`src/rtl/trace_rec_packer.sv`:
```
// ---------------------------------------------------------------------------
// trace_rec_packer
//
// Captures IU commit-trace events from the XC-stage thread state. Each
// qualified event becomes a 4-word record (W0 header, W1 pc, W2 inst,
// W3 cycle stamp) in a circular FIFO. Records leave as a 32-bit
// valid/ready word stream, one record per four handshakes, for the host
// to decode and disassemble.
//
// Ports
//   gclk           IU clock bundle; all state on posedge gclk.clk
//   rst            asynchronous active-low reset
//   xcr            XC-stage register (thread state fields are sampled)
//   dcache_replay  D-cache replay of the XC instruction, OR'd into W0
//   trace_en       capture enable; buffered records drain regardless
//   rec_data       current stream word
//   rec_valid      rec_data valid
//   rec_last       marks W3, the final word of a record
//   rec_ready      downstream accepts the word on rec_valid & rec_ready
//   drop_cnt       saturating count of records lost to a full FIFO
//   fifo_full      FIFO holds DEPTH records
// ---------------------------------------------------------------------------
package trace_rec_pkg;

  localparam int TID_W = 4;
  localparam int UPC_W = 8;

  typedef struct packed {
    logic clk;
  } iu_clk_type;

  typedef struct packed {
    logic             run;
    logic             dma_mode;
    logic             icmiss;
    logic [TID_W-1:0] tid;
    logic [31:0]      pc;
    logic [31:0]      inst;
    logic             replay;
    logic             annul;
    logic             ucmode;
    logic [UPC_W-1:0] upc;
  } thread_state_type;

  typedef struct packed {
    thread_state_type ts;
  } xc_reg_type;

endpackage

module trace_rec_packer
  import trace_rec_pkg::*;
#(
  parameter int DEPTH = 16,
  parameter int CNTW  = 16
) (
  input  iu_clk_type       gclk,
  input  logic             rst,
  input  xc_reg_type       xcr,
  input  logic             dcache_replay,
  input  logic             trace_en,
  output logic [31:0]      rec_data,
  output logic             rec_valid,
  output logic             rec_last,
  input  logic             rec_ready,
  output logic [CNTW-1:0]  drop_cnt,
  output logic             fifo_full
);

  localparam int PW = $clog2(DEPTH);
  localparam int CW = $clog2(DEPTH + 1);
  localparam logic [CW-1:0] DEPTH_C = CW'(DEPTH);

  typedef enum logic {
    S_IDLE,
    S_SEND
  } state_e;

  logic clk;
  assign clk = gclk.clk;

  // Capture side state
  logic [31:0]     cyc_q;
  logic [7:0]      seq_q;
  logic [CNTW-1:0] drop_q;
  logic [PW-1:0]   head_q;
  logic [PW-1:0]   tail_q;
  logic [CW-1:0]   count_q;
  logic [CW-1:0]   count_d;
  logic            full_q;
  logic [127:0]    mem_q [DEPTH];

  // Serializer state; outputs come straight from these registers
  state_e          state_q;
  logic [1:0]      idx_q;
  logic [31:0]     data_q;
  logic            valid_q;
  logic            last_q;

  logic            ev;
  logic            pop;
  logic            push;
  logic            drop;
  logic [31:0]     w0;
  logic [1:0]      idx_n;
  logic [31:0]     head_w0;
  logic [31:0]     head_wn;
  logic [31:0]     next_w0;

  assign ev   = trace_en & (xcr.ts.run | xcr.ts.dma_mode) & ~xcr.ts.icmiss;
  // A record leaves the FIFO when its W3 is accepted.
  assign pop  = valid_q & rec_ready & last_q;
  // A full FIFO still accepts a push when it frees a slot on the same edge.
  assign push = ev & ((count_q != DEPTH_C) | pop);
  assign drop = ev & ~push;

  assign w0 = {4'hA, xcr.ts.replay | dcache_replay, xcr.ts.annul, xcr.ts.dma_mode,
               xcr.ts.ucmode, 8'(xcr.ts.tid), 8'(xcr.ts.upc), seq_q};

  assign idx_n   = idx_q + 2'd1;
  assign head_w0 = mem_q[head_q][31:0];
  assign head_wn = mem_q[head_q][{idx_n, 5'd0} +: 32];
  assign next_w0 = mem_q[head_q + PW'(1)][31:0];

  // NOTE: every variable assigned in always_comb gets a default first, so no
  // path can leave it unassigned and infer a latch.
  always_comb begin
    count_d = count_q;
    count_d = count_q + CW'(push) - CW'(pop);
  end

  // NOTE: sequential state uses non-blocking assignments so every register
  // samples pre-edge values regardless of statement order.
  always_ff @(posedge clk or negedge rst) begin
    if (!rst) begin
      cyc_q   <= '0;
      seq_q   <= '0;
      drop_q  <= '0;
      head_q  <= '0;
      tail_q  <= '0;
      count_q <= '0;
      full_q  <= 1'b0;
    end else begin
      cyc_q <= cyc_q + 32'd1;
      // seq advances on dropped events too, so gaps reveal losses to the host.
      if (ev) seq_q <= seq_q + 8'd1;
      if (drop && (drop_q != '1)) drop_q <= drop_q + CNTW'(1);
      if (push) tail_q <= tail_q + PW'(1);
      if (pop) head_q <= head_q + PW'(1);
      count_q <= count_d;
      full_q  <= (count_d == DEPTH_C);
    end
  end

  // NOTE: the record storage has no reset; head/tail/count define which
  // entries are meaningful, so stale contents are never observed.
  always_ff @(posedge clk) begin
    if (push) mem_q[tail_q] <= {cyc_q, xcr.ts.inst, xcr.ts.pc, w0};
  end

  always_ff @(posedge clk or negedge rst) begin
    if (!rst) begin
      state_q <= S_IDLE;
      idx_q   <= '0;
      data_q  <= '0;
      valid_q <= 1'b0;
      last_q  <= 1'b0;
    end else begin
      case (state_q)
        S_IDLE: begin
          if (count_q != '0) begin
            state_q <= S_SEND;
            valid_q <= 1'b1;
            last_q  <= 1'b0;
            idx_q   <= 2'd0;
            data_q  <= head_w0;
          end
        end
        S_SEND: begin
          // valid_q is always high here, so rec_ready alone is the handshake.
          if (rec_ready) begin
            if (idx_q == 2'd3) begin
              idx_q  <= 2'd0;
              last_q <= 1'b0;
              // Records already resident behind the head stream back to back;
              // one pushed on this very edge is picked up from IDLE.
              if (count_q > CW'(1)) begin
                data_q <= next_w0;
              end else begin
                state_q <= S_IDLE;
                valid_q <= 1'b0;
                data_q  <= '0;
              end
            end else begin
              idx_q  <= idx_n;
              data_q <= head_wn;
              last_q <= (idx_q == 2'd2);
            end
          end
        end
        default: state_q <= S_IDLE;
      endcase
    end
  end

  assign rec_data  = data_q;
  assign rec_valid = valid_q;
  assign rec_last  = last_q;
  assign drop_cnt  = drop_q;
  assign fifo_full = full_q;

endmodule

```
`config.mk`:
```
export PLATFORM = sky130hd
export DESIGN_NAME = trace_rec_packer
export DESIGN_NICKNAME = d
export VERILOG_FILES = /design/src/rtl/trace_rec_packer.sv
export SDC_FILE = /design/constraint.sdc
export NUM_CORES = 2
export LEC_CHECK = 0
export ABC_AREA = 1
export CORE_MARGIN = 1
export CORE_UTILIZATION = 45
export CTS_BUF_LIST = sky130_fd_sc_hd__clkbuf_16
export CTS_CLUSTER_SIZE = 16
export DETAILED_ROUTE_END_ITERATION = 8
export PLACE_DENSITY_LB_ADDON = 0.3
export REMOVE_ABC_BUFFERS = 1
export SETUP_SLACK_MARGIN = 0.05
export SLEW_MARGIN = 20
export SYNTH_ARGS = -nofsm -noshare
export SYNTH_HDL_FRONTEND = slang
export SYNTH_SLANG_ARGS = --single-unit
```
`constraint.sdc`:
```
create_clock -name gclk -period 7.8 [get_ports gclk]
set_input_delay 1.56 -clock gclk [delete_from_list [all_inputs] [get_ports gclk]]
set_output_delay 1.56 -clock gclk [all_outputs]
set_load 0.05 [all_outputs]
```
Yosys cells after proc, flatten, opt, wreduce, memory -nomap -nowiden
Memory sizes are Yosys's and may differ from the RTL's.
Index checks and enable logic that the tools add are counted.
{ "classes": {"add_sub_neg": 8, "n_lt_le_gt_ge": 1, "n_eq_ne": 9, "shifts": 1, "muxes": 25, "bitwise_logic": 12, "reduce_logical": 4} }
{ "op_table": {"columns": ["operator", "n"], "rows": [
  ["2-to-1 mux 32 bit", 4],
  ["variable part select 128 x 8 -> 32 bit", 1],
  ["one-hot mux 32 bit (2 select lines)", 1],
  ["adder 32 x 1 -> 32 bit (second input constant)", 1],
  ["adder 16 x 1 -> 16 bit (second input constant)", 1],
  ["inequality test 16 bit (second input constant)", 1],
  ["2-to-1 mux 1 bit", 13],
  ["adder 4 x 1 -> 4 bit (second input constant)", 2],
  ["adder 8 x 1 -> 8 bit (second input constant)", 1],
  ["AND 1 bit", 6],
  ["2-to-1 mux 2 bit", 3],
  ["inequality test 2 bit (second input constant)", 3],
  ["one-hot mux 1 bit (2 select lines)", 3],
  ["adder 5 x 1 -> 5 bit", 1],
  ["== test 5 bit (second input constant)", 1],
  ["greater-than comparator 5 x 1 -> 1 bit (second input constant)", 1],
  ["inequality test 5 bit (second input constant)", 1],
  ["nonzero test 5 bit", 1],
  ["subtractor 5 x 1 -> 5 bit", 1],
  ["== test 2 bit (second input constant)", 2],
  ["one-hot mux 2 bit (2 select lines)", 1],
  ["AND reduction 4 bit", 1],
  ["inverter 1 bit", 3],
  ["OR 1 bit", 3],
  ["4 further kinds", 4]
]} }
{ "word_totals": {"reg_bits": 107, "ramBits": 1920, "in_bits": 87, "out_inout_bits": 51, "wordCells": 73, "mem_count": 1} }
{ "memory_table": {"columns": ["name", "words", "word_bits", "read_ports", "rd_ports_with_merged_regs", "wr", "line", "text"], "rows": [
  ["mem_q", 16, 120, 2, 0, 1, "91", "logic [127:0] mem_q [DEPTH];"]
]} }

Longest topological paths before layout
{ "logic_depth": {"depth_word": 7, "depth_mapped": 18} }

Least setup slack after synthesis
OpenSTA, ideal clock, no wires.
{ "synth_timing": {"path_type": "input to register", "startpoint": "input rec_ready", "endpoint": "memory mem_q[11][0] (netlist name), enable pin", "arrival_time_ns": 7.608, "required_ns": 7.199, "path_slack_ns": -0.409, "path_stages": 5, "n_path_buf": 1, "path_cell_list": "nand3_1 > clkbuf_1 > a31oi_1 > nand2_1 > nor2_1"} }
{ "synth_between": {"elab_chain_cells": 6} }
{ "synth_rtl": {"columns": ["element", "line", "text"], "rows": [
  ["from (decl)", "65", "input logic rec_ready,"],
  ["AND 1 bit (2 in a row)", "112", "assign pop = valid_q & rec_ready & last_q;"],
  ["OR 1 bit", "114", "assign push = ev & ((count_q != DEPTH_C) | pop);"],
  ["AND 1 bit", "114", null],
  ["2-to-1 mux 1 bit", "158", "if (push) mem_q[tail_q] <= {cyc_q, xcr.ts.inst, xcr.ts.pc, w0};"],
  ["2-to-1 mux 1 bit (implied by the code)", "158", null],
  ["to (decl)", "91", null]
]} }
No other way between the ends.

Worst setup path after layout
{ "layout_timing": {"startpoint": "input xcr[80] (netlist name)", "endpoint": "memory mem_q[4][81] (netlist name), enable pin"} }
{ "layout_between": {"elab_chain_cells": 6} }
{ "layout_rtl": {"columns": ["element", "line", "text"], "rows": [
  ["from (decl)", "59", "input xc_reg_type xcr,"],
  ["OR 1 bit", "110", "assign ev = trace_en & (xcr.ts.run | xcr.ts.dma_mode) & ~xcr.ts.icmiss;"],
  ["AND 1 bit (2 in a row)", "110", null],
  ["AND 1 bit", "114", null],
  ["2-to-1 mux 1 bit", "158", null],
  ["2-to-1 mux 1 bit (implied by the code)", "158", null]
]} }
No other way between the ends.

==> reports/metrics.json <==
{
  "drive_above_1_share": {"value": 0.0489},
  "slew_headroom": {"value": 0.233},
  "synth_area_leaders": {"value": "sky130_fd_sc_hd__edfxtp_1 66%, sky130_fd_sc_hd__nand2_1 11%, sky130_fd_sc_hd__nand3_1 8.2%"},
  "dieWidth": {"value": 444, "unit": "um"},
  "start_util": {"value": 0.454},
  "max_freq": {"value": 209, "unit": "MHz"},
  "synth-xor-area-share": {"value": 0.00608},
  "syn-instance-count": {"value": 8257},
  "cts_hold_buffers": {"value": 0},
  "status": {"value": "finished, final reports clean"},
  "synth_top_family_by_area": {"value": "simple AND/OR/NAND/NOR gates"},
  "post-route-min-period": {"value": 4780, "unit": "ps"},
  "cts.sink_count": {"value": 2027},
  "post_layout_nets": {"value": 8300},
  "yosys.area.top_type": {"value": "sky130_fd_sc_hd__edfxtp_1"},
  "report.final.hold_viol_count": {"value": 0},
  "port_buffers": {"value": 137},
  "grt_first_pass_wirelength": {"value": 366000, "unit": "um"},
  "synth_async_sr_flop_share": {"value": 0.0528},
  "ys_ff_latch": {"value": 2027},
  "wire_per_inst": {"value": 22.3, "unit": "um"},
  "post_synth_mux_area_share": {"value": 0},
  "place_congestion": {"value": 0.827},
  "syn-cell-area": {"value": 87700, "unit": "um^2"},
  "timing.hold.ws": {"value": 481, "unit": "ps"},
  "tritoncts_clock_tree": {"value": "yes"},
  "layout.cells.non_filler": {"value": 10900},
  "area_delta_synth_final": {"value": 11.3, "unit": "%"},
  "antenna_found_initial": {"value": 12},
  "io_pins": {"value": 138},
  "post-place-cells": {"value": 10500},
  "post_drt_via_cell_ratio": {"value": 5.59},
  "grt_use_met3": {"value": 0.0366},
  "core-area": {"value": 193000, "unit": "um^2"},
  "clk_path_buf_depth": {"value": 3},
  "remaining_drc_errors": {"value": 0},
  "end_kind": {"value": "flip-flop"},
  "overall_overflow_remaining_after_global_route": {"value": 0},
  "leakage": {"value": 38.0, "unit": "nW"},
  "htree_num_levels": {"value": 4},
  "clkLatencyLatePin": {"value": 870, "unit": "ps"},
  "period_share": {"value": 0.613},
  "detailedRoute.firstIterationViolations": {"value": 6398},
  "worst-setup-path-type": {"value": "input pin to flip-flop"},
  "cap_violations": {"value": 0},
  "yosysSeqAreaShare": {"value": 0.688},
  "worstHoldPathType": {"value": "flip-flop to flip-flop"},
  "critical_path_required": {"value": 8270, "unit": "ps"},
  "maximum_vdd_ir_drop": {"value": 337, "unit": "uV"},
  "synth_flop_cell": {"value": "sky130_fd_sc_hd__edfxtp_1"},
  "report.final.setup_viol": {"value": 0},
  "clkTransAtPathRegs": {"value": 60, "unit": "ps"},
  "synth.avg_cell_area": {"value": 10.6, "unit": "um^2"},
  "final_design_area_no_fill": {"value": 97600, "unit": "um^2"},
  "critical_path_arrival": {"value": 5260, "unit": "ps"},
  "die_height": {"value": 444, "unit": "um"},
  "rsz0062_at_grt": {"value": "false"},
  "netlist-cell-type-count": {"value": 37},
  "worst_clock_skew": {"value": 51.8, "unit": "ps"},
  "yosys_warnings": {"value": 0},
  "most_common_cell_in_the_synthesized_netlist": {"value": "sky130_fd_sc_hd__nand2_1"},
  "synth_compound_gate_area_share": {"value": 0.0402},
  "yosys.area_share.simple": {"value": 0.208},
  "cts.root.buffer_cell": {"value": "sky130_fd_sc_hd__clkbuf_16"},
  "gr-usage-all-layers": {"value": 0.245},
  "post-cts-setup-buffer-count": {"value": 0},
  "row_count": {"value": 161},
  "dp_area": {"value": 91200, "unit": "um^2"},
  "dieArea": {"value": 197000, "unit": "um^2"},
  "dp_hpwl": {"value": 124000, "unit": "um"},
  "regToRegSetupSlack": {"value": 3380, "unit": "ps"},
  "grt_busiest_layer": {"value": "met2"},
  "groute.layer.met2.usage": {"value": 0.402},
  "tritoncts.num_buffers": {"value": 202},
  "yosys-top-cells-count": {"value": "2583 x sky130_fd_sc_hd__nand2_1, 1920 x sky130_fd_sc_hd__edfxtp_1, 1432 x sky130_fd_sc_hd__nand3_1"},
  "tightestPinTransition": {"value": 1150, "unit": "ps"},
  "drv_slew": {"value": 0},
  "grt_pass1_vias": {"value": 59300},
  "residual_antenna_violating_net_count_after_detailed_routing": {"value": 0},
  "dr.pass1.iters": {"value": 6},
  "via_count": {"value": 60900},
  "post_cts_resize_count": {"value": 0},
  "routed_wl": {"value": 243000, "unit": "um"},
  "critPathMaxFanout": {"value": 50},
  "synth-adder-area-share": {"value": 0.00280},
  "synth.top_cell.area_share": {"value": 0.657},
  "worst_setup_path_start_kind": {"value": "input pin"},
  "final.fill_count": {"value": 16600},
  "pin_count_of_the_biggest_net_entering_global_routing": {"value": 211},
  "powerDensity": {"value": 361, "unit": "nW/um^2"},
  "synth_edf_count": {"value": 1920},
  "gr-usage-met1": {"value": 0.326}
}
-- final timing paths --
check / start / endpoint / depth (start not counted)
setup / recovery: xcr[80] / mem_q[4][81] / 7
hold / removal: rec_data[20] / rec_data[20] / 2
setup reg to reg: head_q[0] / rec_data[17] / 15
hold reg to reg: rec_data[20] / rec_data[20] / 2
max in group asynchronous: rst / cyc_q[15] / 2
min in group asynchronous: rst / drop_cnt[13] / 1
-- power by group --
group	leakage, nW	internal, mW	switching, mW
Sequential	19.3	12.4	0.453
Combinational	15.4	3.46	9.43
Clock	3.38	5.27	4.17
Total	38.0	21.2	14.1
-- flip-flops by register name, indices dropped and copies added, names as in the netlist --
signal     count
tail_q         4
state_q        1
rec_last       1
cyc_q         32
fifo_full      1
seq_q          8
idx_q          2
head_q         4
count_q        5
rec_valid      1
drop_cnt      16
mem_q       1920
rec_data      32
-- critical path: stages --
cell and delay (ps):
sky130_fd_sc_hd__clkdlybuf4s50_1 850, sky130_fd_sc_hd__or2_2 210, sky130_fd_sc_hd__nand2_1 200, sky130_fd_sc_hd__a31oi_2 610, sky130_fd_sc_hd__nand2_1 410, sky130_fd_sc_hd__nor2_4 900
sky130_fd_sc_hd__buf_12 440
-- kinds of logic after synthesis --
kind of cell / count (synthesis)
flip-flops: 2027
AO/OA/AOI/OAI: 645
AND/OR/NAND/NOR: 4354
adder cells (fa/ha/maj): 19
buffers and inverters: 1152
XOR/XNOR: 60
-- routing by layer --
| layer | up-vias | part of all wire |
|---|---|---|
| li1 | 28000 | - |
| met2 | 2764 | 0.47 |
| met3 | 511 | 0.081 |
| met5 | - | 0.00015 |
| met4 | 6 | 0.039 |
| met1 | 29600 | 0.41 |
-- through the flow --
step                      total power, mW  utilization  setup WS, ps  setup TNS (ps)
final                                35.2        0.505          3020               0
after global routing                 37.0        0.505          2800               0
after CTS                            35.2        0.505          2660               0
after detailed placement             25.8        0.472          1770               0
after global placement               25.6        0.472          1780               0
after floorplan                      20.0            -        -59780        -2711840
-- cell type report --
class / count / area, um^2 / share of cell area
clock buffers: 203 / 5080 / 0.0520
inverters: 645 / 2450 / 0.0251
clock inverters: 175 / 1370 / 0.0140
multi-input cells: 5078 / 22700 / 0.232
flip-flops and latches: 2027 / 60300 / 0.618
repair buffers: 240 / 2530 / 0.0259
diodes: 3 / 7.51 / 0.0000769
well taps: 2526 / 3160 / 0.0324
-- placed cells by master (no fill, tap or decap), types with 2 or more instances in the layout --
master                            netlist  layout
sky130_fd_sc_hd__nand2_1             2583    2583
sky130_fd_sc_hd__edfxtp_1            1920    1920
sky130_fd_sc_hd__nand3_1             1432    1432
sky130_fd_sc_hd__inv_1                638     698
sky130_fd_sc_hd__o21ai_0              325     325
sky130_fd_sc_hd__nor2_1               307     289
sky130_fd_sc_hd__clkbuf_16              0     203
sky130_fd_sc_hd__a21oi_1              191     191
sky130_fd_sc_hd__clkdlybuf4s50_1        0     136
sky130_fd_sc_hd__dfrtp_1              107     102
sky130_fd_sc_hd__buf_4                 49      71
sky130_fd_sc_hd__o211ai_1              59      59
sky130_fd_sc_hd__clkinv_1               5      50
sky130_fd_sc_hd__xor2_1                43      43
sky130_fd_sc_hd__clkinv_2               0      30
sky130_fd_sc_hd__buf_12                 0      30
sky130_fd_sc_hd__o221ai_1              20      20
sky130_fd_sc_hd__o31ai_1               20      20
sky130_fd_sc_hd__nor2_4                 0      17
sky130_fd_sc_hd__ha_1                  18      17
sky130_fd_sc_hd__bufinv_16              0      16
sky130_fd_sc_hd__xnor2_1               16      15
sky130_fd_sc_hd__o21ai_1               14      14
sky130_fd_sc_hd__o22ai_1               13      13
sky130_fd_sc_hd__nand4_1               11      11
sky130_fd_sc_hd__nor3_1                11      11
sky130_fd_sc_hd__inv_2                  2       5
sky130_fd_sc_hd__clkinv_16              0       5
sky130_fd_sc_hd__nor4_1                 4       4
sky130_fd_sc_hd__inv_16                 0       4
sky130_fd_sc_hd__clkinvlp_4             0       4
sky130_fd_sc_hd__dfrtp_4                0       4
sky130_fd_sc_hd__diode_2                0       3
sky130_fd_sc_hd__inv_8                  0       3
sky130_fd_sc_hd__clkinv_8               0       3
sky130_fd_sc_hd__buf_6                 19       3
sky130_fd_sc_hd__or2_2                  2       2
sky130_fd_sc_hd__inv_6                  0       2
Power figures use the tool's default switching activity.
==> RTL change, RTL diff (same settings) <==
Reset style: synchronous (`rst`), changed in 2 clocked blocks. Comments in the files are not updated.
--- a/src/rtl/trace_rec_packer.sv
+++ b/src/rtl/trace_rec_packer.sv
@@ -133,3 +133,3 @@
   // samples pre-edge values regardless of statement order.
-  always_ff @(posedge clk or negedge rst) begin
+  always_ff @(posedge clk) begin
     if (!rst) begin
@@ -160,3 +160,3 @@
 
-  always_ff @(posedge clk or negedge rst) begin
+  always_ff @(posedge clk) begin
     if (!rst) begin
Check against the original RTL: not settled (the Yosys comparison gave no result); the edit may change what the design does.
==> RTL change against the unedited design <==
- worst hold slack worse by 0.013 ns
- synthesized area is essentially flat
- final area grew 0.19%
- worst setup slack better by 0.061 ns
- sequential cell count grew 4
- register-to-register slack better by 0.32 ns
- routed wire length rose by 1.0%
Power is not compared: it rests on default switching activity, and its combinational part moved more than twofold at a synthesized area within 25%.
==> RTL change: results (changes against the unedited design) <==
* Outcome: completed
* Total track usage at 0.2459 (+0.001339)
* Clk_lat worst skew at 0.87 ns (about the same)
* Post-synth EDFFs at 1920 (unchanged)
* Placed Cells at 10556 (+0.38%)
* Post-CTS setup buffer count at 0 (unchanged)
* DRT Pass-1 Iters at 6 (unchanged)
* Hold path startpoint: rec_data[22]$_SDFFE_PN0P_
* CP max FO at 23 (-54%)
* Ys async rst share at 0 (-0.05279)
* Vias in the first global route at 59618 (+0.59%)
* Area post-placement at 90930 um2 (-0.25%)
* Post-synth cell types at 47 (+27%)
* Worst Tran Pin Value at 1.293 ns (+0.1439 ns)
* Synth top cells by count: nand2_1, edfxtp_1, nand3_1, inv_1, o21ai_0
* Final WS setup at 3.080 ns (+0.06112 ns)
* CTS clock-pin slew for the worst setup and hold paths at 0.06 ns (about the same)
* CTS resizes at 0 (unchanged)
* Largest net degree at the start of global routing at 200 (-5.2%)
* Grt ovf at 0 (unchanged)
* Hold endpoint: rec_data[22]$_SDFFE_PN0P_
* Pre-CTS setup slack at 2.177 ns (+0.4049 ns)
* First-pass GRT wire length at 368.0 mm (+0.60%)
* Worst r2r path cells at 14 (-1)
* Layout cells sized above 1 at 0.05323 (+0.004349)
* Hpwl dp at 121.4 mm (-2.5%)
* CTS root buf: clkbuf_16
* WL/cell at 22.45 um (+0.56%)
* Routability cong. at 0.8147 (-1.5%)
* CP arrival at 5.22 ns (-0.04 ns)
* Final Skew at 0.06428 ns (+0.01252 ns)
* Vias at 61767 (+1.4%)
* Synth Instances at 8321 (+0.78%)
* Critical Path Max Stage Delay at 0.90 ns (about the same)
* WHS Path Cells at 2 (unchanged)
* Hold WC Path Type: reg2reg
* DRT iter0 DRCs at 6796 (+6.2%)
* CTS buffer count at 204 (+0.99%)
* Vias per std cell at 5.642 (+0.93%)
* Seq/Total Area, Yosys at 0.6826 (-0.005143)
* Reg2Reg Setup Slack at 3.70 ns (+0.32 ns)
* CTS H-tree depth at 4 (unchanged)
* R2R Path End: rec_data[12]$_SDFFE_PN0P_
* Area contributors post-synth: edfxtp_1, nand2_1, nand3_1
* Initial antenna violation count at 10 (-2)
==> RTL change: cell types whose count changed in the layout (fill, tap and decap cells not counted), moves of 18 or more <==
cell | before | now
a21oi_1 | 191 | 261
nand2_1 | 2583 | 2510
o21ai_0 | 325 | 365
dfrtp_1 | 102 | 0
buf_4 | 71 | 53
dfxtp_1 | 0 | 104
nor2_1 | 289 | 317
xor2_1 | 43 | 4
==> RTL change: power by group <==
part	internal, mW	leakage (nW)	switching (mW)
clock	5.64	3.56	4.33
combinational	0.388	15.1	1.16
sequential	12.0	18.0	0.110
==> RTL change: layout make-up <==
cell class / count / area (um2)
Clock buffer: 205 / 5130
Timing Repair Buffer: 227 / 2535
Inverter: 644 / 2462
Antenna cell: 4 / 10.01
Fill cell: 16555 / 95380
Tap cell: 2526 / 3161
Clock inverter: 181 / 1710
Sequential cell: 2031 / 59900
Multi-Input combinational cell: 5129 / 22900
==> RTL change: cell families (layout without fill, tap and decap cells) <==
group | count (synthesis) | count (layout) | share of synthesized area
AO/OA/AOI/OAI | 767 | 767 | 0.04792
XOR/XNOR | 9 | 9 | 0.0009841
adder cells (fa/ha/maj) | 19 | 19 | 0.002796
buffers and inverters | 1161 | 1257 | 0.05835
flip-flops | 2031 | 2031 | 0.6826
other | 0 | 4 | 0
AND/OR/NAND/NOR | 4334 | 4334 | 0.2074
==> RTL change: worst max path at each step <==
stage,start,end,cells past startpoint
2_1_floorplan,flip-flop,rec_data[29]$_SDFFE_PN0P_,9
3_3_place_gp,xcr[80],mem_q[9][70]$_DFFE_PP_,8
3_5_place_dp,xcr[80],mem_q[6][32]$_DFFE_PP_,8
4_1_cts,xcr[80],mem_q[6][15]$_DFFE_PP_,8
5_1_grt,xcr[80],mem_q[6][51]$_DFFE_PP_,8
6_report,xcr[80],mem_q[6][15]$_DFFE_PP_,8
==> RTL change: per-stage QoR <==
stage | hold WS, ns | setup TNS, ns
floorplan | 0.4614 | -1279.28
global placement | 0.4628 | 0
detailed placement | 0.4610 | 0
CTS | 0.4749 | 0
global route | 0.5046 | 0
finish | 0.4684 | 0
==> RTL change: per-layer routing <==
metal  up-vias  wire length, um  track usage  part of all wire
met5         -                0            0                 0
met4         0             9498      0.09606             0.039
met3       563            20170      0.03182             0.082
met2      2907           116800       0.4073              0.48
met1     29988            99310       0.3294              0.40
li1      28309                -            -                 -
==> RTL change: critical path, delay by kind of cell <==
kind	cells	cell delay, ns
buffers and inverters	4	1.85
and+or+nand+nor	3	1.36
AOI/OAI and AO/OA	1	0.38
